## config.mk

```make
export PLATFORM = sky130hd
export DESIGN_NAME = stage_execution_muldiv_ctrl
export DESIGN_NICKNAME = d
export VERILOG_FILES = /design/src/rtl/muldiv_pkg.sv /design/src/rtl/muldiv_datapath.sv /design/src/rtl/stage_execution_muldiv_ctrl.sv
export SDC_FILE = /design/constraint.sdc
export NUM_CORES = 1
export LEC_CHECK = 0
export CORE_MARGIN = 10
export CORE_UTILIZATION = 34
export CTS_CLUSTER_DIAMETER = 80
export DETAILED_ROUTE_END_ITERATION = 10
export GPL_ROUTABILITY_DRIVEN = 0
export GPL_TIMING_DRIVEN = 0
export PLACE_DENSITY = 0.55
export REMOVE_ABC_BUFFERS = 1
export SLEW_MARGIN = 10
export SYNTH_ARGS = -nofsm -noshare
export SYNTH_HDL_FRONTEND = slang
export SYNTH_HIERARCHICAL = 1
export SYNTH_SLANG_ARGS = --single-unit
```

## constraint.sdc

```tcl
create_clock -name i_Clock -period 4.87 [get_ports i_Clock]
set_input_delay 0.487 -clock i_Clock [delete_from_list [all_inputs] [get_ports i_Clock]]
set_output_delay 0.487 -clock i_Clock [all_outputs]
set_load 0.02 [all_outputs]
```

## src/rtl/muldiv_pkg.sv

```systemverilog
// Shared types and constants for the iterative RV32M multiply/divide sequencer.
package muldiv_pkg;

    typedef enum logic [2:0] {
        OP_MUL    = 3'd0,
        OP_MULH   = 3'd1,
        OP_MULHSU = 3'd2,
        OP_MULHU  = 3'd3,
        OP_DIV    = 3'd4,
        OP_DIVU   = 3'd5,
        OP_REM    = 3'd6,
        OP_REMU   = 3'd7
    } MulDivOp_t;

    typedef enum logic [2:0] {
        IDLE  = 3'd0,
        LOAD  = 3'd1,
        MUL   = 3'd2,
        DIV   = 3'd3,
        FIXUP = 3'd4,
        DONE  = 3'd5
    } MulDivState_t;

    localparam int unsigned MULDIV_ITERATIONS = 32;
    localparam logic [31:0] DIV_ZERO_QUOTIENT = 32'hFFFF_FFFF;

endpackage

```

## src/rtl/muldiv_datapath.sv

```systemverilog
// Accumulators, shift-add / restoring-divide step logic, sign fixup and result register.
module muldiv_datapath
    import muldiv_pkg::*;
#(
    parameter int unsigned XLEN = 32
) (
    input  logic            i_Clock,
    input  logic            i_Reset_n,
    input  logic            i_Load,
    input  logic            i_LoadSpecial,
    input  logic            i_Step,
    input  logic            i_Fixup,
    input  logic [2:0]      i_Funct3,
    input  logic [XLEN-1:0] i_Source1,
    input  logic [XLEN-1:0] i_Source2,
    output logic            o_Special,
    output logic [XLEN-1:0] o_Result
);

    MulDivOp_t         w_Op;
    MulDivOp_t         r_Op;
    logic              w_Signed1, w_Signed2, w_Neg1, w_Neg2;
    logic              w_IsDiv, w_DivZero, w_Overflow;
    logic [XLEN-1:0]   w_Mag1, w_Mag2, w_MinInt;
    logic [2*XLEN:0]   r_Acc, w_AccLoad, w_MulNext, w_DivNext;
    logic [XLEN-1:0]   r_Opnd;
    logic              r_NegQ, r_NegR;
    logic [XLEN:0]     w_MulSum, w_DivDiff;
    logic [2*XLEN-1:0] w_Prod;
    logic [XLEN-1:0]   w_Quo, w_Rem, w_Result, r_Result;

    always_comb begin
        w_Op       = MulDivOp_t'(i_Funct3);
        w_Signed1  = (w_Op == OP_MULH) || (w_Op == OP_MULHSU) || (w_Op == OP_DIV) || (w_Op == OP_REM);
        w_Signed2  = (w_Op == OP_MULH) || (w_Op == OP_DIV) || (w_Op == OP_REM);
        w_Neg1     = w_Signed1 & i_Source1[XLEN-1];
        w_Neg2     = w_Signed2 & i_Source2[XLEN-1];
        w_Mag1     = w_Neg1 ? -i_Source1 : i_Source1;
        w_Mag2     = w_Neg2 ? -i_Source2 : i_Source2;
        w_MinInt   = {1'b1, {(XLEN-1){1'b0}}};
        w_IsDiv    = i_Funct3[2];
        w_DivZero  = w_IsDiv & (i_Source2 == '0);
        w_Overflow = w_IsDiv & w_Signed2 & (i_Source1 == w_MinInt) & (i_Source2 == '1);
        o_Special  = w_DivZero | w_Overflow;

        // Special results are preloaded as {rem, quo} with sign flags cleared, so FIXUP passes them through.
        if (w_DivZero)
            w_AccLoad = {1'b0, i_Source1, DIV_ZERO_QUOTIENT};
        else
            w_AccLoad = {{(XLEN+1){1'b0}}, w_MinInt};

        w_MulSum  = r_Acc[2*XLEN:XLEN] + (r_Acc[0] ? {1'b0, r_Opnd} : '0);
        w_MulNext = {1'b0, w_MulSum, r_Acc[XLEN-1:1]};
        w_DivDiff = r_Acc[2*XLEN-1:XLEN-1] - {1'b0, r_Opnd};
        w_DivNext = w_DivDiff[XLEN] ? {r_Acc[2*XLEN-1:0], 1'b0}
                                    : {w_DivDiff, r_Acc[XLEN-2:0], 1'b1};

        w_Prod = r_NegQ ? -r_Acc[2*XLEN-1:0] : r_Acc[2*XLEN-1:0];
        w_Quo  = r_NegQ ? -r_Acc[XLEN-1:0] : r_Acc[XLEN-1:0];
        w_Rem  = r_NegR ? -r_Acc[2*XLEN-1:XLEN] : r_Acc[2*XLEN-1:XLEN];

        case (r_Op)
            OP_MUL:                       w_Result = w_Prod[XLEN-1:0];
            OP_MULH, OP_MULHSU, OP_MULHU: w_Result = w_Prod[2*XLEN-1:XLEN];
            OP_DIV, OP_DIVU:              w_Result = w_Quo;
            default:                      w_Result = w_Rem;
        endcase
    end

    always_ff @(posedge i_Clock or negedge i_Reset_n) begin
        if (!i_Reset_n) begin
            r_Op     <= OP_MUL;
            r_Acc    <= '0;
            r_Opnd   <= '0;
            r_NegQ   <= 1'b0;
            r_NegR   <= 1'b0;
            r_Result <= '0;
        end else begin
            if (i_Load) begin
                r_Op <= w_Op;
                if (i_LoadSpecial) begin
                    r_Acc  <= w_AccLoad;
                    r_NegQ <= 1'b0;
                    r_NegR <= 1'b0;
                end else begin
                    r_Acc  <= {{(XLEN+1){1'b0}}, (w_IsDiv ? w_Mag1 : w_Mag2)};
                    r_Opnd <= w_IsDiv ? w_Mag2 : w_Mag1;
                    // A zero divisor yields all-ones quotient regardless of operand signs.
                    r_NegQ <= (w_Neg1 ^ w_Neg2) & ~w_DivZero;
                    r_NegR <= w_Neg1;
                end
            end else if (i_Step) begin
                r_Acc <= r_Op[2] ? w_DivNext : w_MulNext;
            end
            if (i_Fixup)
                r_Result <= w_Result;
        end
    end

    assign o_Result = r_Result;

endmodule

```

## src/rtl/stage_execution_muldiv_ctrl.sv

```systemverilog
// EX-stage RV32M sequencer: control FSM and iteration counter around muldiv_datapath.
module stage_execution_muldiv_ctrl
    import muldiv_pkg::*;
#(
    parameter int unsigned XLEN      = 32,
    parameter bit          EARLY_OUT = 1'b1
) (
    input  logic            i_Clock,
    input  logic            i_Reset_n,
    input  logic            i_Start,
    input  logic [2:0]      i_Funct3,
    input  logic [XLEN-1:0] i_Source1,
    input  logic [XLEN-1:0] i_Source2,
    input  logic            i_Flush,
    output logic            o_Stall,
    output logic            o_Busy,
    output logic            o_Done,
    output logic [XLEN-1:0] o_Result
);

    localparam int unsigned CNT_W = $clog2(MULDIV_ITERATIONS);

    MulDivState_t     r_State, w_NextState;
    logic [CNT_W-1:0] r_Count;
    logic             w_Load, w_Step, w_Fixup, w_Special;

    assign w_Load  = (r_State == LOAD) & ~i_Flush;
    assign w_Step  = ((r_State == MUL) | (r_State == DIV)) & ~i_Flush;
    assign w_Fixup = (r_State == FIXUP) & ~i_Flush;

    always_ff @(posedge i_Clock or negedge i_Reset_n) begin
        if (!i_Reset_n) begin
            r_State <= IDLE;
            r_Count <= '0;
        end else begin
            r_State <= w_NextState;
            if (w_Load)
                r_Count <= CNT_W'(MULDIV_ITERATIONS - 1);
            else if (w_Step)
                r_Count <= r_Count - 1'b1;
        end
    end

    always_comb begin
        w_NextState = r_State;
        case (r_State)
            IDLE:  if (i_Start) w_NextState = LOAD;
            // Early-out results are preloaded and still pass through FIXUP to reach o_Result.
            LOAD:  if (EARLY_OUT && w_Special) w_NextState = FIXUP;
                   else                        w_NextState = i_Funct3[2] ? DIV : MUL;
            MUL,
            DIV:   if (r_Count == '0) w_NextState = FIXUP;
            FIXUP: w_NextState = DONE;
            DONE:  w_NextState = IDLE;
            default: w_NextState = IDLE;
        endcase
        if (i_Flush)
            w_NextState = IDLE;
    end

    muldiv_datapath #(.XLEN(XLEN)) u_datapath (
        .i_Clock       (i_Clock),
        .i_Reset_n     (i_Reset_n),
        .i_Load        (w_Load),
        .i_LoadSpecial (EARLY_OUT & w_Special),
        .i_Step        (w_Step),
        .i_Fixup       (w_Fixup),
        .i_Funct3      (i_Funct3),
        .i_Source1     (i_Source1),
        .i_Source2     (i_Source2),
        .o_Special     (w_Special),
        .o_Result      (o_Result)
    );

    assign o_Stall = i_Start & (r_State != DONE);
    assign o_Busy  = (r_State != IDLE);
    assign o_Done  = (r_State == DONE) & ~i_Flush;

endmodule

```

### Word-level counts from Yosys, hierarchy flattened

Cells that the tools add are included.

* register bits after elaboration: 142
* input bits: 71
* output and inout port bits: 35
* logic and storage cells: 94

* add/subtract/negate cells: 8
* eq/ne operators: 19
* multiplexer cells: 25
* bitwise gates (word level): 18
* reduce and logical (&&, ||, !) cells: 16

Operators with widths (count)
* $mux 65: 5
* $mux 32: 7
* $mux 64: 2
* $neg 32->32: 4
* $pmux 32 s3: 1
* $eq 32x32->1 const B: 2
* $neg 64->64: 1
* $add 33x33->33: 1
* $sub 33x32->33: 1
* $logic_not 32->1: 1
* $eq 3x3->1 const B: 6
* $eq 3x2->1 const B: 5
* $and 1x1->1: 12
* $mux 3: 4
* $pmux 3 s4: 1
* $mux 5: 2
* $eq 3x1->1 const B: 3
* $ne 3x3->1 const B: 3
* $logic_not 3->1: 2
* $logic_not 5->1: 1
* $logic_or 1x1->1: 5
* $sub 5x1->5 const B: 1
* $reduce_and 2->1: 2
* $reduce_or 2->1: 2
* other kinds (7): 12

### Logic depth before layout (Yosys ltp)

Gate-level depths: netlist of run 1.

* depth after elaboration: 10
* depth in mapped cells: 22
* mapped depth without buffers: 20

### Modules after synthesis

Netlist of run 1, hierarchy kept.

By module, submodules not included
* muldiv_datapath: times used 1, cells an instance 1971, area each 14631.5 um2
* stage_execution_muldiv_ctrl: times used 1, cells an instance 51, area each 490.5 um2

### Worst setup path after synthesis of run 1

No wires, ideal clock.

* path kind: flip-flop to flip-flop
* start point: register u_datapath.r_Acc[36]
* end point: register u_datapath.r_Acc[58]
* setup time: 0.131 ns
* arrival: 4.112 ns
* path slack: 0.627 ns
* stages on the path, launching flop included: 19
* buffers on the path: 1
* period minus slack after synthesis: 4.243 ns
* cell sequence: dfrtp_1 ha_1 a21o_1 or3_1 o21ai_0 o2111ai_1 a31oi_1 o21ai_0 a21o_1 a21o_1 a21o_1 ha_1 clkbuf_1 nor2_1 a221o_1 a21oi_1 o41ai_1 o21ba_2 o21ai_0

* word-level cells in the longest chain between the ends: 5
* elaborated cells between the ends (all ways): 6
* classes of those cells: 2 x add/sub; 4 x mux

RTL lines
* start, declared: RTL line muldiv_datapath.sv:25 `logic [2*XLEN:0] r_Acc, w_AccLoad, w_MulNext, w_DivNext;`
* start signal, assigned: RTL line muldiv_datapath.sv:82 `r_Acc <= w_AccLoad;`
* start signal, assigned: RTL line muldiv_datapath.sv:86 `r_Acc <= {{(XLEN+1){1'b0}}, (w_IsDiv ? w_Mag1 : w_Mag2)};`
* start signal, assigned: RTL line muldiv_datapath.sv:93 `r_Acc <= r_Op[2] ? w_DivNext : w_MulNext;`
* $sub 33x32->33: RTL line muldiv_datapath.sv:54 `w_DivDiff = r_Acc[2*XLEN-1:XLEN-1] - {1'b0, r_Opnd};`
* $mux 65: RTL line muldiv_datapath.sv:55 `w_DivNext = w_DivDiff[XLEN] ? {r_Acc[2*XLEN-1:0], 1'b0}`
* $mux 65 (*): RTL line muldiv_datapath.sv:93
* $mux 65 (*): RTL line muldiv_datapath.sv:92 `end else if (i_Step) begin`
* $mux 65 (*): RTL line muldiv_datapath.sv:79 `if (i_Load) begin`

Every way passes the cells marked *; elsewhere a longest branch is shown, timed or not. The select of a mux whose other input is x is not followed.
A chain may end at the register's enable or synchronous reset.

### Worst setup path in the final report of run 1

* start point: input i_Source1[0]
* end point: register u_datapath.r_Acc[58]

* word-level cells in the longest chain between the ends: 6

RTL lines
* start, declared: RTL line stage_execution_muldiv_ctrl.sv:12 `input logic [XLEN-1:0] i_Source1,`
* $eq 32x32->1: RTL line muldiv_datapath.sv:43 `w_Overflow = w_IsDiv & w_Signed2 & (i_Source1 == w_MinInt) & (i_Source2 == '1);`
* $and 1x1->1 (2 in series): RTL line muldiv_datapath.sv:43
* $or 1x1->1: RTL line muldiv_datapath.sv:44 `o_Special = w_DivZero | w_Overflow;`
* net w_Special: RTL line stage_execution_muldiv_ctrl.sv:25 `logic w_Load, w_Step, w_Fixup, w_Special;`
* $mux 65: RTL line muldiv_datapath.sv:81 `if (i_LoadSpecial) begin`
* $mux 65: RTL line muldiv_datapath.sv:79

The timed path passes the listed nets, and every way through them passes these cells.

==> flow_metrics.py, run 1 <==
metrics = {
    "floorplan": {
        "ioPinCount": 106,
        "dieArea_sq_um": 53310,
        "coreArea_sq_um": 44120,
        "row_count": 77,
        "die-width_microns": 230.9,
        "start_util_pct": 34.27,
        "fp.dieH_microns": 230.9,
    },
    "power": {
        "vdd.ir_drop.worst_uv": 239.9,
        "power_density_nw_per_um2": 628.7,
        "leakage_nw": 7.083,
        "fin_total_pwr_w": 0.01098,
    },
    "placement": {
        "hpwlAfterDp_mm": 43.68,
        "dp.cells": 2599,
        "io_buffer_count": 105,
        "place_ws_ns": -1.043,
    },
    "routing": {
        "drc": 0,
        "viasPerCell": 5.949,
        "drt-initial-drc-count": 1495,
        "wl_mm": 57.31,
        "wl_per_cell_microns": 21.69,
        "num_vias": 15720,
        "dr.pass1.iters": 9,
        "ant_nets": 0,
    },
    "layout": {
        "layout.cells.non_filler": 2643,
        "drive_gt1_share_pct": 6.192,
        "fillers": 4614,
        "regArea_sq_um": 3560,
        "final_cell_mix": "nor2_1, a21oi_1, o21ai_0",
        "multiInputGateArea_sq_um": 10830,
        "n_antenna_cell": 0,
        "fin_nets": 2182,
        "final_common_cell": "nor2_1",
        "area_growth_pct": 15.47,
    },
    "hold_path": {
        "hp-class": "input pin to flip-flop",
        "min_path_cells": 3,
    },
    "worst_setup_path": {
        "crit_arrival_ns": 5.02,
        "required_ns": 5.21,
        "worstPathMaxFanout": 9,
        "crit_type": "input pin to flip-flop",
        "start_kind": "input pin",
        "reg2reg_depth": 17,
        "end_kind": "flip-flop",
    },
    "timing": {
        "rsz0062_at_grt": "false",
        "relSlewSlack_pct": 19.71,
        "finalClockSkew_ns": 0.01705,
        "fmax_ghz": 0.2139,
        "setup_viol": 0,
        "min_period_over_period_pct": 96.00,
        "finalHoldViolations": 0,
        "drv_slew": 0,
        "finalWorstPathRequiredPeriod_ns": 4.675,
        "worst_slack_ns": 0.1946,
        "tightest_slew_ns": 1.201,
    },
    "clocking": {
        "cts_tree": "built",
        "clock-root-buffer": "clkbuf_16",
        "clk_path_buf_depth": 2,
        "cts.sinks": 142,
        "cts.htree.levels": 4,
        "worstSkewPairLatency_ns": 0.45,
        "clk_pin_slew_worst_paths_ns": 0.07,
        "cts_buffers": 17,
    },
    "yosys": {
        "yosysSeqAreaShare_pct": 23.50,
        "synthFlopType": "dfrtp_1",
        "netlist_instances": 2022,
        "ys_ff_latch": 142,
        "synth_area_per_cell_sq_um": 7.479,
        "synth_cell_types": 88,
        "synth-edff-count": 0,
        "ys_warn_count": 6,
        "syn_area_sq_um": 15120,
        "synthArstFlopShare_pct": 100.0,
    },
    "global_routing": {
        "grt_pass1_wl_mm": 87.04,
        "overflow": 0,
        "grt_pass1_vias": 14740,
        "grt_use_total_pct": 20.72,
        "grt_max_degree": 85,
        "antenna_found_initial": 0,
    },
    "outcome": {
        "status": "finished, final reports clean",
    },
    "flow_run": {
        "cap_viol_max_count": 0,
    },
}
-- logic make-up (layout without fill, tap and decap cells) --
logic type	after synthesis	in the layout	synth area share, %
AO/OA/AOI/OAI	714	714	29.55
buffers and inverters	210	239	5.370
AND/OR/NAND/NOR	651	651	21.38
flip-flops	142	142	23.50
XOR/XNOR	167	167	9.672
multiplexers	65	65	4.385
adder cells (fa/ha/maj)	73	73	6.139
-- per-layer routing --
metal | global-route usage (%) | routed length [microns] | up-vias
met3 | 2.514 | 4645 | 84
met5 | 0 | 0 | -
met4 | 6.495 | 1302 | 0
met2 | 32.21 | 25450 | 760
met1 | 29.27 | 25910 | 7424
li1 | - | - | 7455
-- path summary, 6_finish.rpt --
path                                       start               endpoint  slack [ns]
min reg2reg                u_datapath/r_Opnd[24]  u_datapath/r_Opnd[24]        0.48
max in group asynchronous              i_Reset_n      u_datapath/r_NegQ        3.46
min                                  i_Funct3[2]     u_datapath/r_Op[2]        0.47
max                                 i_Source1[0]   u_datapath/r_Acc[58]        0.19
min in group asynchronous              i_Reset_n             r_State[2]        0.55
max reg2reg                 u_datapath/r_Acc[36]   u_datapath/r_Acc[58]        0.20
-- sequential cells by signal, summed over array words and instances (netlist names) --
| signal | flops |
|---|---|
| u_datapath/r_Opnd | 32 |
| r_Count | 5 |
| u_datapath/r_NegR | 1 |
| u_datapath/o_Result | 32 |
| r_State | 3 |
| u_datapath/r_Op | 3 |
| u_datapath/r_NegQ | 1 |
| u_datapath/r_Acc | 65 |
-- cell type report --
| cell class | instances | share of cell area, % |
|---|---|---|
| Clock buffer | 20 | 2.558 |
| Clock inverter | 12 | 0.9172 |
| Inverter | 70 | 1.548 |
| Multi-Input combinational cell | 1670 | 62.04 |
| Sequential cell | 142 | 20.39 |
| Tap cell | 592 | 4.242 |
| Timing Repair Buffer | 137 | 8.312 |
-- Yosys cell counts, types with 8 or more instances --
| cell | count | share of area, % |
|---|---|---|
| o21ai_0 | 176 | 5.8 |
| clkbuf_1 | 115 | 2.9 |
| or4_1 | 13 | 0.65 |
| o41ai_1 | 16 | 0.93 |
| or3_1 | 24 | 0.99 |
| mux2_2 | 10 | 0.74 |
| o21ai_1 | 11 | 0.36 |
| o31ai_1 | 24 | 1.2 |
| a211oi_1 | 33 | 1.6 |
| nor2_1 | 223 | 5.5 |
| and2_1 | 8 | 0.33 |
| inv_1 | 68 | 1.7 |
| a31oi_1 | 23 | 0.95 |
| a22oi_1 | 10 | 0.50 |
| and3_1 | 8 | 0.33 |
| a21o_1 | 48 | 2.4 |
| buf_1 | 15 | 0.37 |
| o21a_1 | 14 | 0.70 |
| xor2_1 | 78 | 4.5 |
| nor2b_1 | 14 | 0.58 |
| dfrtp_1 | 142 | 23 |
| ha_1 | 71 | 5.9 |
| o221ai_1 | 11 | 0.64 |
| nand2b_1 | 20 | 0.83 |
| xnor2_1 | 89 | 5.2 |
| nand2_1 | 170 | 4.2 |
| nand3_1 | 35 | 1.2 |
| mux2i_1 | 55 | 3.6 |
| a211o_1 | 8 | 0.46 |
| nand4_1 | 28 | 1.2 |
| nor4_1 | 17 | 0.70 |
| o211ai_1 | 53 | 2.6 |
| nor3_1 | 43 | 1.4 |
| a21oi_1 | 205 | 6.8 |
| o22ai_1 | 20 | 0.83 |
-- power by group --
part	switching, W	internal, W
Sequential	0.00106	0.00160
Combinational	0.00409	0.00282
Clock	0.000577	0.000824
Total	0.00573	0.00525
-- per-stage QoR --
stage	hold slack, ns	util (%)	setup TNS (ns)	area [sq um]
CTS	0.4505	39.44	0	17400
finish	0.4704	39.57	0	17460
floorplan	0.1914	-	-87.97	14570
global route	0.5088	39.57	0	17460
global placement	0.4625	37.09	-1066.10	16360
detailed placement	0.4600	37.86	-30.24	16700
-- what timing repair did --
item | CTS | global route
endpoints found under the setup margin | 37 | 47
endpoints found under the hold margin | 26 | 0
resized for setup | 6 | 7
pin swaps | 3 | 1
buffers inserted | 7 | 4
hold buffers | 1 | 0
gates cloned | 0 | 0
-- worst max-delay path, cell delays in order --
cell	delay, ns
clkdlybuf4s50_1	0.59
inv_1	0.12
ha_1	0.20
or4b_1	0.49
nor3_1	0.57
nand4_1	0.31
nand2b_1	0.27
nor4_2	0.33
a21o_2	0.36
nand2_1	0.19
nor4_4	0.31
buf_4	0.18
buf_4	0.15
a21oi_1	0.07
o41ai_1	0.07
o21ba_2	0.20
o21ai_0	0.10
No activity file was read; power rests on OpenSTA's default activity.
==> inputs of run 2 (changes only) <==
--- a/config.mk
+++ b/config.mk
@@ -11,7 +11,7 @@
 export DETAILED_ROUTE_END_ITERATION = 10
 export GPL_ROUTABILITY_DRIVEN = 0
 export GPL_TIMING_DRIVEN = 0
-export PLACE_DENSITY = 0.55
+export PLACE_DENSITY = 0.48
 export REMOVE_ABC_BUFFERS = 1
 export SLEW_MARGIN = 10
 export SYNTH_ARGS = -nofsm -noshare
==> run 2 against run 1 <==
Worst setup slack worse by 0.13 ns. Die area did not move. Final cell count unchanged. Wire length up 4.3%. Register-to-register slack lost 0.14 ns. Largest power group unchanged.
==> flow_metrics.py, run 2 (synthesis gave the netlist of run 1 again) <==
metrics = {
    "outcome": {
        "status": "finished, final reports clean",
    },
    "global_routing": {
        "grt_use_total_pct": 21.85,
        "grt_pass1_wl_mm": 90.73,
        "antenna_found_initial": 0,
        "grt_pass1_vias": 14970,
        "overflow": 0,
        "grt_max_degree": 94,
    },
    "flow_run": {
        "cap_viol_max_count": 0,
    },
    "routing": {
        "wl_per_cell_microns": 22.62,
        "num_vias": 15520,
        "met3_length_mm": 4.146,
        "viasPerCell": 5.873,
        "ant_nets": 0,
        "wl_mm": 59.77,
        "met2_length_mm": 26.64,
        "drt-initial-drc-count": 1446,
        "wl_met1_mm": 27.61,
        "drc": 0,
        "dr.pass1.iters": 6,
        "routed.top_layer": "met4",
    },
    "placement": {
        "io_buffer_count": 105,
        "dpl_cell_area_sq_um": 16770,
        "hpwlAfterDp_mm": 45.69,
        "dp.cells": 2601,
    },
    "timing": {
        "drv_slew": 0,
        "finalWorstPathRequiredPeriod_ns": 4.808,
        "fmax_ghz": 0.2080,
        "finalClockSkew_ns": 0.01935,
        "rsz0062_at_grt": "false",
        "min_period_over_period_pct": 98.74,
        "finalHoldViolations": 0,
        "tightest_slew_ns": 1.224,
        "relSlewSlack_pct": 18.19,
        "setup_viol": 0,
    },
    "clocking": {
        "cts.sinks": 142,
        "cts_tree": "built",
        "clock-root-buffer": "clkbuf_16",
        "cts.htree.levels": 4,
        "cts_buffers": 17,
        "clk_pin_slew_worst_paths_ns": 0.06,
        "worstSkewPairLatency_ns": 0.47,
        "clk_path_buf_depth": 2,
    },
    "floorplan": {
        "fp.dieH_microns": 230.9,
        "die-width_microns": 230.9,
        "row_count": 77,
        "coreArea_sq_um": 44120,
        "ioPinCount": 106,
        "start_util_pct": 34.27,
        "dieArea_sq_um": 53310,
    },
    "power": {
        "power_frac_clock_pct": 12.4,
        "p_seq_share_pct": 24.4,
        "leakage_nw": 7.081,
        "p_comb_share_pct": 63.2,
        "vdd.ir_drop.worst_uv": 239.1,
        "internal-power_w": 0.005196,
        "power.share.switching_pct": 52.65,
        "power_density_nw_per_um2": 628.0,
        "power_switching_w": 0.005778,
    },
    "worst_setup_path": {
        "start_kind": "flip-flop",
        "end_kind": "flip-flop",
        "crit_type": "flip-flop to flip-flop",
        "worstPathMaxFanout": 11,
        "required_ns": 5.17,
        "crit_arrival_ns": 5.11,
    },
    "layout": {
        "largest_reg_flops": 65,
        "postLayoutCellArea_sq_um": 17470,
        "largest_register": "u_datapath/r_Acc",
        "layout.cells.non_filler": 2643,
        "drive_gt1_share_pct": 6.143,
        "fin_nets": 2182,
        "final_common_cell": "nor2_1",
        "area_growth_pct": 15.56,
        "final_cell_mix": "nor2_1, a21oi_1, o21ai_0",
        "n_antenna_cell": 0,
    },
    "hold_path": {
        "hp-class": "flip-flop to flip-flop",
    },
}
[run 2: cell types whose count changed in the layout (fill, tap and decap cells not counted), sizes merged]
cell,change
clkinvlp,+1
clkinv,-1
bufinv,-1
inv,+1
[run 2: critical path, stage by stage (launching register included)]
cell and delay [ns]:
dfrtp_2 0.45, inv_1 0.16, ha_1 0.26, fa_1 0.38, nand2b_1 0.21, a21oi_1 0.27
o21ai_2 0.17, o2111ai_1 0.33, a31oi_2 0.19, o21ai_1 0.33, a21o_1 0.18, a21o_1 0.12
a21o_1 0.17, ha_4 0.30, nor2_1 0.20, a221o_1 0.33, a21oi_1 0.12, o41ai_1 0.08
o21ba_2 0.24, o21ai_0 0.13
[run 2: final cells by class]
cell class                 instances  area (sq um)
tap                              592         740.7
clock buffer                      20         446.7
fill                            4650         26650
clock inverter                    12         136.4
timing repair buffer             137          1499
sequential                       142          3562
multi-input combinational       1670         10820
inverter                          70         266.5
[run 2: layer usage]
metal  global-route usage [%]  vias up
met2                    34.39      603
li1                         -     7439
met4                    6.968        0
met3                    3.385       78
met5                        0        -
met1                    30.01     7402
[run 2: path summary, 6_finish.rpt]
kind / startpoint / endpoint / slack [ns] / cells past startpoint
max in group asynchronous: i_Reset_n / u_datapath/o_Result[27] / 3.48 / 3
worst max register to register: u_datapath/r_Acc[31] / u_datapath/r_Acc[58] / 0.06 / 19
worst min register to register: u_datapath/r_Opnd[25] / u_datapath/r_Opnd[25] / 0.48 / 2
worst min-delay path: u_datapath/r_Opnd[25] / u_datapath/r_Opnd[25] / 0.48 / 2
min in group asynchronous: i_Reset_n / r_Count[4] / 0.52 / 2
worst max-delay path: u_datapath/r_Acc[31] / u_datapath/r_Acc[58] / 0.06 / 19
[run 2: timing repair]
action | in CTS | in global routing
endpoints found under the setup margin | 36 | 6
hold buffers | 1 | 0
hold endpoints to repair | 49 | 0
gates resized for setup | 7 | 4
pin swaps | 3 | 0
buffers inserted | 9 | 0
gates cloned | 0 | 0
[run 2: power groups by stage]
stage	logic, W	registers (W)	clock network, W
after global placement	0.00645	0.00275	0
after detailed placement	0.00667	0.00266	0
after floorplan	0.00484	0.00228	0
after CTS	0.00682	0.00263	0.00140
final	0.00693	0.00268	0.00136
after global routing	0.00765	0.00273	0.00143
[run 2: metrics by stage]
stage	setup WS [ns]	hold WS, ns	power (W)	utilization [%]	setup TNS (ns)
3_5_place_dp	-1.186	0.4306	0.009332	38.00	-33.18
3_3_place_gp	-6.922	0.4619	0.009205	37.09	-1166.79
2_1_floorplan	-1.256	0.1914	0.007127	-	-87.97
4_1_cts	0.08998	0.4609	0.01085	39.58	0
6_report	0.06151	0.4820	0.01097	39.60	0
5_1_grt	0.002896	0.5152	0.01182	39.60	0
==> inputs of run 3 (changes only) <==
--- a/config.mk
+++ b/config.mk
@@ -6,12 +6,12 @@
 export NUM_CORES = 1
 export LEC_CHECK = 0
 export CORE_MARGIN = 10
-export CORE_UTILIZATION = 34
+export CORE_UTILIZATION = 56
 export CTS_CLUSTER_DIAMETER = 80
 export DETAILED_ROUTE_END_ITERATION = 10
 export GPL_ROUTABILITY_DRIVEN = 0
 export GPL_TIMING_DRIVEN = 0
-export PLACE_DENSITY = 0.48
+export PLACE_DENSITY = 0.73
 export REMOVE_ABC_BUFFERS = 1
 export SLEW_MARGIN = 10
 export SYNTH_ARGS = -nofsm -noshare
==> run 3 against run 2 <==
Via count is 3.2% higher. Critical endpoint unchanged. Final cell count is 9.7% lower. Worst setup slack better by 0.029 ns. Maximum frequency is 0.61% higher. Wire length is 13% lower. Critical path depth stayed put. Worst hold slack worse by 0.45 ns. Sequential share of layout area is 0.50 points higher. Largest power group unchanged. Largest cell class unchanged. Total power is 2.3% lower. Die area is 36% lower. Sequential power is 1% lower.
==> flow_metrics.py, run 3 (synthesis gave the netlist of run 1 again) <==
metrics = {
    "layout": {
        "final_cell_mix": "nor2_1, a21oi_1, o21ai_0",
        "area_growth_pct": 12.71,
        "n_antenna_cell": 0,
        "final_common_cell": "nor2_1",
        "largest_register": "u_datapath/r_Acc",
        "fin_nets": 2177,
        "drive_gt1_share_pct": 5.865,
        "largest_reg_flops": 65,
    },
    "flow_run": {
        "cap_viol_max_count": 0,
    },
    "routing": {
        "dr.pass1.iters": 6,
        "wl_mm": 52.09,
        "met2_length_mm": 22.53,
        "num_vias": 16020,
        "drt-initial-drc-count": 2296,
        "drc": 0,
        "viasPerCell": 6.710,
        "routed.top_layer": "met4",
        "wl_met1_mm": 21.32,
        "met3_length_mm": 6.409,
        "ant_nets": 0,
        "wl_per_cell_microns": 21.82,
    },
    "power": {
        "power_switching_w": 0.005655,
        "vdd.ir_drop.worst_uv": 276.2,
        "p_comb_share_pct": 63.2,
        "fin_total_pwr_w": 0.01072,
        "internal-power_w": 0.005068,
        "p_seq_share_pct": 24.7,
        "leakage_nw": 7.049,
        "power_density_nw_per_um2": 629.1,
        "power_frac_clock_pct": 12.2,
        "power.share.switching_pct": 52.74,
    },
    "global_routing": {
        "grt_use_total_pct": 29.88,
        "grt_pass1_vias": 14880,
        "grt_max_degree": 92,
        "grt_pass1_wl_mm": 80.84,
        "antenna_found_initial": 0,
        "overflow": 0,
    },
    "clocking": {
        "cts_tree": "built",
        "clock-root-buffer": "clkbuf_16",
        "clk_pin_slew_worst_paths_ns": 0.07,
        "cts_buffers": 17,
        "cts.sinks": 142,
        "cts.htree.levels": 4,
        "clk_path_buf_depth": 2,
        "worstSkewPairLatency_ns": 0.44,
    },
    "worst_setup_path": {
        "cpLargestDelayFamily": "compound AO/OA/AOI/OAI gates",
        "reg2reg_depth": 19,
        "cp_num_buf_inv": 1,
        "worstPathMaxFanout": 11,
        "crit_cells": 19,
        "cp_common_cell": "a21o_1",
        "end_kind": "flip-flop",
        "rrSetupSlack_ns": 0.09,
        "r2r_start": "u_datapath/r_Acc[31]",
        "r2r-end": "u_datapath/r_Acc[58]",
        "required_ns": 5.15,
        "max_stage_delay_ns": 0.51,
        "crit_type": "flip-flop to flip-flop",
        "worstSetupEndpoint": "u_datapath/r_Acc[58]",
        "cp_cell_sequence": "inv_1 -> ha_1 -> fa_1 -> nand2b_1 -> a21oi_1 -> o21ai_2 -> o2111ai_1 -> a31oi_1 -> o21ai_1 -> a21o_1 -> a21o_1 -> a21o_1 -> ha_4 -> nor2_1 -> a221o_1 -> a21oi_1 -> o41ai_1 -> o21ba_2 -> o21ai_0",
        "slowest_stage": "dfrtp_2",
        "start_kind": "flip-flop",
        "crit_arrival_ns": 5.06,
        "startpoint": "u_datapath/r_Acc[31]",
    },
    "timing": {
        "fmax_ghz": 0.2092,
        "finalClockSkew_ns": 0.01529,
        "worst_slack_ns": 0.09045,
        "finalHoldViolations": 0,
        "min_period_over_period_pct": 98.14,
        "rsz0062_at_grt": "false",
        "tightest_slew_ns": 1.233,
        "drv_slew": 0,
        "finalWorstPathRequiredPeriod_ns": 4.780,
        "setup_viol": 0,
        "relSlewSlack_pct": 17.72,
    },
    "hold_path": {
        "hp-class": "input pin to async pin",
    },
    "floorplan": {
        "fp.dieH_microns": 184.3,
        "dieArea_sq_um": 33980,
        "die-width_microns": 184.3,
        "coreArea_sq_um": 26730,
        "row_count": 60,
        "ioPinCount": 106,
        "start_util_pct": 56.58,
    },
    "placement": {
        "place_ws_ns": -0.8540,
        "hpwlAfterDp_mm": 38.85,
        "io_buffer_count": 105,
    },
    "outcome": {
        "status": "finished, final reports clean",
    },
}
==> run 3: worst min path at each step <==
stage                        endpoint                   from
2_1_floorplan              r_Count[0]              i_Reset_n
3_3_place_gp    u_datapath/r_Opnd[16]  u_datapath/r_Opnd[16]
3_5_place_dp    u_datapath/r_Opnd[17]  u_datapath/r_Opnd[17]
4_1_cts             u_datapath/r_NegR              i_Reset_n
5_1_grt        u_datapath/o_Result[2]              i_Reset_n
6_report       u_datapath/o_Result[2]              i_Reset_n
==> run 3: final cells by class <==
cell class,instances,area (sq um)
multi-input combinational,1670,10820
fill,2404,9682
sequential,142,3560
timing repair buffer,132,1404
tap,341,426.7
clock buffer,17,425.4
inverter,70,266.5
clock inverter,15,143.9
==> run 3: power groups by stage <==
stage	logic (W)	clock network [W]	registers, W
finish	0.00677	0.00130	0.00264
global route	0.00738	0.00137	0.00269
CTS	0.00654	0.00131	0.00257
detailed placement	0.00645	0	0.00259
global placement	0.00620	0	0.00266
floorplan	0.00484	0	0.00228
==> run 3: repair_timing <==
action	in CTS	in global routing
pin swaps	3	1
hold buffers	0	0
gates cloned	0	0
endpoints found under the setup margin	32	13
resized for setup	4	4
endpoints found under the hold margin	0	0
buffers inserted	9	1
==> run 3: per-stage QoR <==
stage | util [%] | hold WS [ns] | cells | TNS [ns] | instance area [sq um]
global placement | 60.06 | 0.4614 | 2328 | -978.25 | 16050
finish | 63.77 | 0.03142 | 2387 | 0 | 17040
global route | 63.77 | 0.07646 | 2387 | 0 | 17040
floorplan | - | 0.1914 | 1882 | -87.97 | 14570
CTS | 63.68 | 0.05356 | 2386 | 0 | 17020
detailed placement | 61.21 | 0.4785 | 2345 | -21.55 | 16360
==> run 3: worst register-to-register path: cells and delay by family (launching register included) <==
family                   cells  cell delay [ns]
adder cells (fa/ha/maj)      3             0.88
AO/OA/AOI/OAI               13             2.65
flip-flops                   1             0.51
buffers and inverters        1             0.22
AND/OR/NAND/NOR              2             0.38
==> run 3: routing by layer <==
layer,track usage [%],vias to the layer above
met5,0,-
met1,40.61,7427
met3,5.966,135
li1,-,7430
met4,12.09,0
met2,45.33,1025
==> RTL edit 1, RTL diff (settings of run 1) <==
Set the package constant `MULDIV_ITERATIONS` to 64 (it was 32).
--- a/src/rtl/muldiv_pkg.sv
+++ b/src/rtl/muldiv_pkg.sv
@@ -21,7 +21,7 @@
         DONE  = 3'd5
     } MulDivState_t;
 
-    localparam int unsigned MULDIV_ITERATIONS = 32;
+    localparam int unsigned MULDIV_ITERATIONS = 64;
     localparam logic [31:0] DIV_ZERO_QUOTIENT = 32'hFFFF_FFFF;
 
 endpackage
Formal check against the unedited RTL: no difference found for any inputs over 4 cycles, from zero or initial values and one cycle with i_Reset_n low; that may be too few to reach the edited logic, so the function may still have changed.
==> RTL edit 1 against run 1 <==
Utilization increased by 0.11 points. Routed wire length increased by 0.39%. Synthesized area increased by 0.56%. Die area increased by 0.51%. Final area increased by 0.51%. Sequential cell count increased by 1. Setup slack got worse by 0.015 ns. Synthesized cell count increased by 0.25%. Power increased by 1.4%. Non-clock buffer count increased by 3. Combinational power increased by 3%. Register-to-register slack got worse by 0.02 ns. Global-route usage about the same. Largest power group unchanged.
==> RTL edit 1: results (changes against run 1) <==
status: finished clean
Worst Hold Path Cells: 2 (-1)
Worst Setup SP: u_datapath/r_Acc[31]$_DFFE_PN0P_
diodes inserted: 0 (unchanged)
post-layout min period: 4.691 ns (+0.01542 ns)
Arrival @ worst endpoint: 4.99 ns (-0.03 ns)
HP Class: flop to flop
largest cells by area after synthesis: dfrtp_1, a21oi_1, ha_1, o21ai_0, nor2_1
largest net degree at the start of global routing: 82 (-3.5%)
prevailing post-synth register cell: dfrtp_1
crit-path max FO: 11 (+2)
layout cell share with drive strength beyond 1: 6.083% (-0.11 points)
Initial DRC Count: 1449 (-3.1%)
slowest CP cell: dfrtp_2
Placed Area: 16820 um2 (+0.70%)
CP peak stage delay: 0.49 ns (-0.10 ns)
sequential area share after synthesis: 23.53% (+0.033 points)
hold path start: u_datapath/r_Opnd[17]$_DFFE_PN0P_
number of global-route vias before repair: 14790 (+0.33%)
Slew HR: 21.11% (+1.4 points)
GRT Resource Usage Total: 20.72% (about the same)
leakage: 7.120 nW (+0.53%)
routed length per placed instance: 21.74 um (+0.24%)
max reg flops: 65 (unchanged)
cell with the most instances on the worst path: a21o_1
hold endpoint: u_datapath/r_Opnd[17]$_DFFE_PN0P_
post-detail-place hpwl: 44100 um (+0.95%)
first-pass GRT wire length: 87020 um (about the same)
Worst Skew: 0.01110 ns (-0.005952 ns)
worst vdd ir: 0.3363 mV (+40%)
Synth cell types: 89 (+1.1%)
worst slack, placed: -1.062 ns (-0.01938 ns)
drt first pass iters: 6 (-3)
CP endpoint: u_datapath/r_Acc[58]$_DFFE_PN0P_
Worst R2R Path Depth: 19 (+2)
R2R Setup Slk: 0.18 ns (-0.02 ns)
vias: 15700 (-0.13%)
[RTL edit 1: stage by stage]
step | power [mW] | TNS (ns) | hold WS (ns) | instances
5_1_grt | 11.92 | -0.0005338 | 0.4982 | 2647
3_3_place_gp | 9.283 | -895.14 | 0.4633 | 2583
3_5_place_dp | 9.462 | -32.24 | 0.4699 | 2604
2_1_floorplan | 7.282 | -0.4580 | 0.1914 | 1886
4_1_cts | 10.93 | 0 | 0.4755 | 2644
6_report | 11.13 | 0 | 0.4844 | 2647
[RTL edit 1: cell families (layout without fill, tap and decap cells)]
family                     after synthesis  in the layout  synth area share [%]
DFF                                    143            143                 23.53
AOI/OAI and AO/OA                      715            715                 29.36
muxes                                   67             67                 4.492
and+or+nand+nor                        649            649                 21.40
adders and majority gates               74             74                 6.187
xor gates and xnor gates               167            167                 9.618
buffers and inverters                  212            240                 5.406
[RTL edit 1: cell type report]
class	instances	area (um2)
inverter	71	274.0
fill	4572	26670
timing repair buffer	140	1515
clock buffer	21	450.4
multi-input combinational	1672	10880
tap	592	740.7
sequential	143	3585
clock inverter	8	108.9
[RTL edit 1: report_power, final]
part           switching (mW)  leakage [nW]  internal, mW  total (mW)
clock                   0.557         0.262         0.762        1.32
combinational            4.21          5.09          2.91        7.11
sequential               1.08          1.77          1.61        2.70
total                    5.85          7.12          5.28        11.1
[RTL edit 1: metal layers]
metal	GRT usage, %	share of wire (%)
met1	28.72	45
met2	32.49	45
met3	3.201	7.9
met4	6.187	2.3
met5	0	0
[RTL edit 1: timing repair]
item | in CTS | in global routing
setup buffers | 10 | 3
resized for setup | 7 | 4
hold buffers | 1 | 0
endpoints found under the setup margin | 38 | 14
pin swaps | 3 | 0
hold endpoints to repair | 4 | 0
==> RTL edit 2, RTL diff (flow settings as in run 1) <==
Without the edit above. Re-encode `MulDivState_t` (6 states) as one-hot, 6 bits wide.
--- a/src/rtl/muldiv_pkg.sv
+++ b/src/rtl/muldiv_pkg.sv
@@ -12,13 +12,13 @@
         OP_REMU   = 3'd7
     } MulDivOp_t;
 
-    typedef enum logic [2:0] {
-        IDLE  = 3'd0,
-        LOAD  = 3'd1,
-        MUL   = 3'd2,
-        DIV   = 3'd3,
-        FIXUP = 3'd4,
-        DONE  = 3'd5
+    typedef enum logic [5:0] {
+        IDLE  = 6'b000001,
+        LOAD  = 6'b000010,
+        MUL   = 6'b000100,
+        DIV   = 6'b001000,
+        FIXUP = 6'b010000,
+        DONE  = 6'b100000
     } MulDivState_t;
 
     localparam int unsigned MULDIV_ITERATIONS = 32;
Function: same outputs for any inputs over 4 cycles, from zero or initial values and one cycle with i_Reset_n low; so few cycles prove little.
==> RTL edit 2 against run 1 <==
The flow now finishes with violations (negative hold slack). Synthesized area increased by 0.84%. Sequential cell count increased by 3. Setup slack got worse by 0.022 ns. Fmax decreased by 0.47%. Power decreased by 20%. Count of clock-buffer cells in the layout unchanged. Final area increased by 0.85%. Routed wire length increased by 0.55%. Critical path type is now flop to flop. Largest power group unchanged. Highest routed layer unchanged.
==> RTL edit 2: results (changes against run 1) <==
drt first pass iters: 5 (-4)
Biggest register: u_datapath/r_Acc
Clk pin slew, worst setup/hold paths: 0.07 ns (about the same)
Yosys Warn Count: 6 (unchanged)
Clk Latency, worst-skew pair: 0.46 ns
first-pass GRT wire length: 87870 um (+0.96%)
Synth top cells by count: nor2_1, a21oi_1, o21ai_0
Gate power share: 57.0% (-6.0 points)
Routed WL: 57630 um (+0.55%)
Worst-Margin Slew: 1.152 ns (-0.04914 ns)
Arrival @ worst endpoint: 4.99 ns (-0.03 ns)
CTS root buf: clkbuf_16
WHS: -0.007333 ns (-0.4777 ns)
placed cells: 2616 (+0.65%)
Clock Power: 1.41 mW
maximum buffer depth of the clock tree: 2 (unchanged)
post-detail-place hpwl: 44000 um (+0.72%)
worst vdd ir: 0.2249 mV (-6.3%)
Port Buf Inserts: 105 (unchanged)
total CTS buffers: 17 (unchanged)
Worst Skew: 0.01595 ns (-0.001103 ns)
final std cells w/o fill: 2660 (+0.64%)
async set or reset register ratio after synthesis: 100.0% (unchanged)
H-tree levels: 4 (unchanged)
initial antenna violation count: 0 (unchanged)
cell internal pwr: 4.364 mW (-17%)
Seq pwr share: 26.8% (+2.5 points)
status: finished with violations
number of global-route vias before repair: 14800 (+0.45%)
GRT Resource Usage Total: 20.85% (+0.13 points)
Final nets: 2200 (+0.82%)
prevailing post-synth register cell: dfrtp_1
HP Class: input pin to async pin
failing checks: negative hold slack
leakage: 7.265 nW (+2.6%)
layout cell share with drive strength beyond 1: 6.190% (about the same)
Synth cell types: 87 (-1.1%)
endpoints failing hold: 2 (+2)
largest cells by area after synthesis: dfrtp_1, a21oi_1, o21ai_0, ha_1, nor2_1
crit-path max FO: 12 (+3)
diodes inserted: 0 (unchanged)
worst slack, placed: -1.055 ns (-0.01198 ns)
Synth Area per Inst: 7.478 um2 (about the same)
sequential area share after synthesis: 23.80% (+0.31 points)
largest net degree at the start of global routing: 80 (-5.9%)
Worst R2R Path Depth: 16 (-1)
max reg flops: 65 (unchanged)
Initial DRC Count: 1387 (-7.2%)
vias: 15720 (+0.0064%)
==> RTL edit 2: stage by stage <==
| stage | cell area [um2] | setup TNS, ns |
|---|---|---|
| floorplan | 14710 | -71.29 |
| global placement | 16500 | -1036.16 |
| detailed placement | 16820 | -32.04 |
| CTS | 17540 | 0 |
| global route | 17610 | 0 |
| finish | 17610 | 0 |
==> RTL edit 2: cell families after synthesis <==
logic type,count (synthesis),share of synthesized area [%]
compound gates,717,29.46
xor+xnor,169,9.707
fa+ha+maj,73,6.088
buf+inv,214,5.399
flops,145,23.80
mux,65,4.349
simple gates,656,21.19
==> RTL edit 2: what timing repair did <==
action | in CTS | in global routing
setup endpoints to repair | 33 | 22
buffers inserted | 8 | 4
cloned | 0 | 1
gates resized for setup | 7 | 8
pin swaps | 3 | 1
==> RTL edit 2: worst max-delay path: stages, from the launching register on <==
cell	delay, ns
dfrtp_1	0.74
ha_1	0.41
a21o_1	0.24
o31ai_1	0.32
o2111ai_1	0.23
a31oi_2	0.36
o21ai_2	0.14
a21o_1	0.19
a21o_1	0.17
a21o_1	0.20
ha_4	0.43
nor2_1	0.19
a221o_1	0.32
a21oi_1	0.12
o41ai_1	0.08
o21ba_2	0.23
o21ai_0	0.14
==> RTL edit 2: routing by layer <==
layer | vias to the layer above | wire (um) | GRT usage, %
li1 | 7508 | - | -
met1 | 7488 | 26580 | 29.67
met2 | 638 | 25260 | 31.52
met3 | 90 | 4112 | 2.981
met4 | 0 | 1676 | 7.188
met5 | - | 0 | 0
==> RTL edit 2: path summary, 6_finish.rpt <==
check	start	endpoint	slack, ns
max	u_datapath/r_Acc[42]$_DFFE_PN0P_	u_datapath/r_Acc[58]$_DFFE_PN0P_	0.17
min in group i_Clock	u_datapath/r_Opnd[21]$_DFFE_PN0P_	u_datapath/r_Opnd[21]$_DFFE_PN0P_	0.48
max reg2reg	u_datapath/r_Acc[42]$_DFFE_PN0P_	u_datapath/r_Acc[58]$_DFFE_PN0P_	0.17
min	i_Reset_n	r_State[1]$_DFFE_PN0P_	-0.007
min reg2reg	u_datapath/r_Opnd[21]$_DFFE_PN0P_	u_datapath/r_Opnd[21]$_DFFE_PN0P_	0.48
max in group asynchronous	i_Reset_n	u_datapath/o_Result[25]$_DFFE_PN0P_	4.03
==> RTL edit 2: final cells by class <==
type                            count  area (um2)
Fill cell                        4599       26710
Multi-Input combinational cell   1680       10880
Sequential cell                   145        3637
Timing Repair Buffer              136        1459
Tap cell                          592       740.7
Clock buffer                       20       446.7
Inverter                           75       289.0
Clock inverter                     11       153.9
Timing Repair inverter              1       5.005
